==> src/rtl/bpu_upd_sched.sv <==
// Commit-side update scheduler for the micro branch predictor.
// Queues resolved-branch records and issues one-cycle predictor-update pulses
// into slots not used by front-end lookups, forcing a slot after prolonged starvation.
module bpu_upd_sched #(
  parameter int unsigned MXLEN      = 32,
  parameter int unsigned DEPTH      = 4,
  parameter int unsigned UPD_GAP    = 1,
  parameter int unsigned STARVE_MAX = 7
) (
  input  logic                     i_clk,
  input  logic                     i_rstn,
  input  logic                     i_flush,
  input  logic                     i_cmt_valid,
  output logic                     o_cmt_ready,
  input  logic [MXLEN-1:0]         i_cmt_pc,
  input  logic [MXLEN-1:0]         i_cmt_target,
  input  logic                     i_cmt_taken,
  input  logic                     i_cmt_is_cond,
  input  logic                     i_lookup_vld,
  output logic                     o_lookup_stall,
  output logic                     o_ubtb_update,
  output logic                     o_upht_update,
  output logic                     o_ghr_update,
  output logic                     o_satCnt_update,
  output logic                     o_last_jump,
  output logic [MXLEN-1:0]         o_pc_jumpsrc,
  output logic [MXLEN-1:0]         o_pc_jumpdst,
  output logic [$clog2(DEPTH):0]   o_q_count
);

  localparam int unsigned AW = $clog2(DEPTH);
  localparam int unsigned CW = AW + 1;
  localparam int unsigned SW = (STARVE_MAX < 1) ? 1 : $clog2(STARVE_MAX + 1);
  localparam int unsigned GW = (UPD_GAP < 2) ? 1 : $clog2(UPD_GAP);

  typedef enum logic {IDLE, GAP} state_t;

  state_t          state;
  logic [GW-1:0]   gap;
  logic [SW-1:0]   starve;
  logic [AW-1:0]   wr_ptr;
  logic [AW-1:0]   rd_ptr;
  logic [CW-1:0]   count;

  logic [MXLEN-1:0] pc_mem  [DEPTH];
  logic [MXLEN-1:0] tgt_mem [DEPTH];
  logic [DEPTH-1:0] taken_mem;
  logic [DEPTH-1:0] cond_mem;

  logic empty;
  logic starved;
  logic grant;
  logic push;
  logic hd_taken;
  logic hd_cond;

  // Arbitration: flush cancels any grant; a lookup only loses its slot when starvation is maxed
  always_comb begin
    empty          = (count == '0);
    o_cmt_ready    = (count < CW'(DEPTH));
    starved        = (starve == SW'(STARVE_MAX));
    grant          = !i_flush && (state == IDLE) && !empty && (!i_lookup_vld || starved);
    o_lookup_stall = grant && i_lookup_vld;
    push           = i_cmt_valid && o_cmt_ready && !i_flush;
    hd_taken       = taken_mem[rd_ptr];
    hd_cond        = cond_mem[rd_ptr];
    o_q_count      = count;
  end

  // Record storage; contents are don't-care until written, so no reset
  always_ff @(posedge i_clk) begin
    if (push) begin
      pc_mem[wr_ptr]    <= i_cmt_pc;
      tgt_mem[wr_ptr]   <= i_cmt_target;
      taken_mem[wr_ptr] <= i_cmt_taken;
      cond_mem[wr_ptr]  <= i_cmt_is_cond;
    end
  end

  // Queue pointers and occupancy; pointers wrap naturally since DEPTH is a power of 2
  always_ff @(posedge i_clk or negedge i_rstn) begin
    if (!i_rstn) begin
      wr_ptr <= '0;
      rd_ptr <= '0;
      count  <= '0;
    end else if (i_flush) begin
      wr_ptr <= '0;
      rd_ptr <= '0;
      count  <= '0;
    end else begin
      if (push)  wr_ptr <= wr_ptr + AW'(1);
      if (grant) rd_ptr <= rd_ptr + AW'(1);
      count <= count + CW'(push) - CW'(grant);
    end
  end

  // Issue FSM: post-issue gap and starvation counting
  always_ff @(posedge i_clk or negedge i_rstn) begin
    if (!i_rstn) begin
      state  <= IDLE;
      gap    <= '0;
      starve <= '0;
    end else if (i_flush) begin
      state  <= IDLE;
      gap    <= '0;
      starve <= '0;
    end else if (grant) begin
      starve <= '0;
      if (UPD_GAP > 0) begin
        state <= GAP;
        gap   <= GW'(UPD_GAP - 1);
      end
    end else if (state == GAP) begin
      if (gap == '0) state <= IDLE;
      else           gap   <= gap - GW'(1);
    end else if (!empty && i_lookup_vld && !starved) begin
      starve <= starve + SW'(1);
    end
  end

  // Registered update pulses; data outputs only move when some pulse fires
  always_ff @(posedge i_clk or negedge i_rstn) begin
    if (!i_rstn) begin
      o_ubtb_update   <= 1'b0;
      o_upht_update   <= 1'b0;
      o_ghr_update    <= 1'b0;
      o_satCnt_update <= 1'b0;
      o_last_jump     <= 1'b0;
      o_pc_jumpsrc    <= '0;
      o_pc_jumpdst    <= '0;
    end else begin
      o_ubtb_update   <= grant && hd_taken;
      o_upht_update   <= grant && hd_cond;
      o_ghr_update    <= grant && hd_cond;
      o_satCnt_update <= grant && hd_cond;
      o_last_jump     <= grant && hd_taken;
      if (grant && (hd_taken || hd_cond)) begin
        o_pc_jumpsrc <= pc_mem[rd_ptr];
        o_pc_jumpdst <= tgt_mem[rd_ptr];
      end
    end
  end

  a_pulse_has_grant: assert property (@(posedge i_clk) disable iff (!i_rstn)
    (o_ubtb_update || o_upht_update || o_ghr_update || o_satCnt_update) |-> $past(grant));
  a_count_bound: assert property (@(posedge i_clk) disable iff (!i_rstn)
    o_q_count <= CW'(DEPTH));
  a_stall_grant: assert property (@(posedge i_clk) disable iff (!i_rstn)
    o_lookup_stall |-> grant);

endmodule

==> config.mk <==
export PLATFORM = sky130hd
export DESIGN_NAME = bpu_upd_sched
export DESIGN_NICKNAME = d
export VERILOG_FILES = /design/src/rtl/bpu_upd_sched.sv
export SDC_FILE = /design/constraint.sdc
export NUM_CORES = 1
export LEC_CHECK = 0
export ABC_AREA = 0
export CAP_MARGIN = 25
export CORE_AREA = 2 2 173 175
export DETAILED_ROUTE_END_ITERATION = 12
export DIE_AREA = 0 0 175 177
export GPL_ROUTABILITY_DRIVEN = 0
export GPL_TIMING_DRIVEN = 0
export PLACE_DENSITY = 0.78
export SETUP_SLACK_MARGIN = 0.15
export SLEW_MARGIN = 10
export SYNTH_ARGS = -nofsm -noshare
export SYNTH_HDL_FRONTEND = slang
export SYNTH_SLANG_ARGS = --single-unit
==> constraint.sdc <==
create_clock -name i_clk -period 3.11 [get_ports i_clk]
set_clock_uncertainty 0.15 [all_clocks]
set_input_delay 0.622 -clock i_clk [delete_from_list [all_inputs] [get_ports i_clk]]
set_output_delay 0.622 -clock i_clk [all_outputs]
set_load 0.02 [all_outputs]
==> flow_summary.toml <==
[sta]
setup_slack_ns = 0.1592
worst_pin_slew_ns = 0.8883
period_share_pct = 94.88
min_period_ns = 2.951
finalSetupViolations = 0
finalHoldViolations = 0
fmax_ghz = 0.3389
relSlewSlack_pct = 40.78
rsz0062_at_grt = "yes"
drv_slew = 0

[placed_design]
place_ws_ns = -0.3217
dpl.cell_count = 1091
port_buffers = 144
hpwlAfterDp_um = 14370

[synthesis]
yosysUniqueCellTypes = 32
syn_nets = 631
synthAdderAreaFrac_pct = 0.8332
synthMuxAreaShare_pct = 19.00
synth_top_family_by_area = "multiplexers"
synth-seq-area-share_pct = 76.30
syn_inst = 552
yosys.area_share.simple_pct = 1.337
synth_compound_area_share_pct = 0.4166
synth_area_um2 = 12910
synthArstFlopShare_pct = 22.58
syn_area_per_cell_um2 = 23.40
synth-xor-area-share_pct = 0.2034
yosys_warnings = 0
synth_edf_count = 264
synth-main-ff-cell = "edfxtp_1"
yosys_register_bits = 341

[pwr]
combPwrFrac_pct = 26.6
p_int_mw = 9.951
p_clk_share_pct = 29.2
swShare_pct = 26.20
switching_power_mw = 3.533
p_per_area_nw_per_um2 = 834.5
irDropWorstVdd_uv = 577.8
total_power_mw = 13.48
power.leakage_nw = 5.586
sequentialPowerShare_pct = 44.2

[worst_setup_path]
crit_type = "flop to primary output"
cp_max_fo = 4
slowest_stage = "or4b_4"
path_buf_inv = 3
critPathMaxStageDelay_ns = 0.46
endpoint_kind = "primary output"
worstSetupStartpointType = "flop"
r2r_setup_slack_ns = 0.23
cp_top_family = "simple AND/OR/NAND/NOR gates"
required_ns = 2.34
crit_path_cell_trace = "ha_2 -> ha_4 -> nand2b_4 -> or4b_4 -> buf_8 -> inv_8 -> and2_4 -> buf_6"
critPathArrivalTime_ns = 2.18

[floorplan]
die_w_um = 175
start_util_pct = 44.16
ios = 145
rows = 63
die-height_um = 177
dieArea_um2 = 30980
core_region_area_um2 = 29240

[drt]
drc = 0
viasPerCell = 5.106
vias = 5918
wirelength_um = 23620
drt-wirelength-per-cell_um = 20.38
first_pass_iters = 4
detail-route-antenna-nets = 0
drt_iter0_drc = 357

[clocking]
htreeDepth = 2
clk_pin_slew_ns = 0.06
cts_tree = "built"
clk_latency_ns = 0.50
numCtsBuffers = 36
root_buffer = "clkbuf_16"
cts.sinks = 341
ctsLongestPathBuffers = 3

[cells_and_area]
fillers = 2201
area_growth_pct = 25.12
nNetsFinal = 822
diodes = 0
drive_gt1_share_pct = 28.74
final_common_cell = "edfxtp_1"
final_cell_mix = "264 x edfxtp_1, 142 x clkdlybuf4s50_1, 77 x dfrtp_1, 66 x mux4_2, 60 x mux2_4"
final_util_pct = 55.26
fin_cells = 1159

[global_route]
antenna_found_initial = 0
grt_max_degree = 45
grt_pass1_vias = 6345
track_usage_pct = 15.58
grt_first_pass_wirelength_um = 36490
grt_overflow_total = 0

[job]
cap_violations = 0

[worst_hold_path]
min_path_type = "flop to flop"

[run_status]
outcome = "finished clean"
==> metal layers <==
layer	up-vias	GRT usage, %	share of wire, %
li1	2606	-	-
met1	3108	20.55	43
met2	163	26.14	50
met3	41	3.436	5.4
met4	0	4.757	1.9
met5	-	0	0
==> state kept, by name (all words and copies together) (netlist names), 2 cells and up <==
name	flops
pc_mem	128
tgt_mem	128
o_pc_jumpdst	32
o_pc_jumpsrc	32
cond_mem	4
taken_mem	4
o_q_count	3
starve	3
rd_ptr	2
wr_ptr	2
==> timing repair <==
item                                    CTS  global route
setup buffers                             1             2
hold endpoints to repair                 33             0
pin swaps                                 0             1
endpoints found under the setup margin    1             3
resized for setup                         8             9
gates cloned                              0             0
hold buffers                              1             0
==> worst reg2reg max path, cell delays in order (launching register included) <==
cell	delay, ns
dfrtp_1	0.36
ha_2	0.20
ha_4	0.12
nand2b_4	0.11
or4b_4	0.46
buf_8	0.15
buf_4	0.17
a21oi_2	0.17
a21o_2	0.12
ha_1	0.13
inv_1	0.05
fa_1	0.37
xnor2_1	0.16
nor2_1	0.05
==> power groups by stage <==
stage	Clock, mW	Combinational, mW	Sequential, mW
2_1_floorplan	0	1.67	6.49
3_3_place_gp	0	3.53	6.05
4_1_cts	4.06	3.64	5.96
5_1_grt	4.24	3.83	6.02
3_5_place_dp	0	3.62	6.03
6_report	3.94	3.59	5.96
==> Yosys cell counts, types with 2 or more instances <==
master	instances	area [µm²]
a21oi_1	5	25.02
and2_1	7	43.79
buf_12	6	120.1
buf_2	5	25.02
buf_4	4	30.03
clkbuf_1	9	33.78
dfrtp_1	77	1927
edfxtp_1	264	7928
ha_1	7	87.58
inv_1	6	22.52
mux2_2	5	56.30
mux2_4	60	900.9
mux4_2	66	1486
nand2b_1	2	12.51
nand3_1	2	10.01
nor2_1	7	26.28
o21ai_0	4	20.02
xnor2_1	2	17.52
==> logic make-up after synthesis <==
kind of cell / count (synthesis)
flops: 341
mux: 132
buf+inv: 32
simple gates: 26
compound gates: 10
fa+ha+maj: 8
xor+xnor: 3
==> cell type report <==
cell class	instances	area, µm²	share of cell area, %
inverter	6	30.03	0.1858
multi-input combinational	179	2853	17.65
buffer	26	227.7	1.409
sequential	341	9854	60.98
timing repair buffer	153	1610	9.965
clock inverter	8	48.80	0.3020
tap	390	488.0	3.020
clock buffer	56	1047	6.481
==> final timing paths <==
path	endpoint	startpoint	cells past startpoint
worst max-delay path	o_lookup_stall	starve[0]$_DFFE_PN0P_	8
worst min-delay path	o_pc_jumpsrc[9]$_DFFE_PN0P_	o_pc_jumpsrc[9]$_DFFE_PN0P_	1
worst max register to register	o_q_count[2]$_DFF_PN0_	starve[0]$_DFFE_PN0P_	13
worst min register to register	o_pc_jumpsrc[9]$_DFFE_PN0P_	o_pc_jumpsrc[9]$_DFFE_PN0P_	1
max in group asynchronous	o_pc_jumpdst[25]$_DFFE_PN0P_	i_rstn	3
min in group asynchronous	o_pc_jumpdst[10]$_DFFE_PN0P_	i_rstn	2
==> through the flow <==
stage / area, µm² / hold WS (ns) / setup TNS (ns)
after global placement: 14850 / 0.3439 / -299.42
after detailed placement: 14990 / 0.3409 / -0.4525
after floorplan: 12920 / 0.1764 / 0
after global routing: 16160 / 0.3723 / 0
final: 16160 / 0.3574 / 0
after CTS: 16110 / 0.3621 / 0
(Power assumes the default switching activity.)
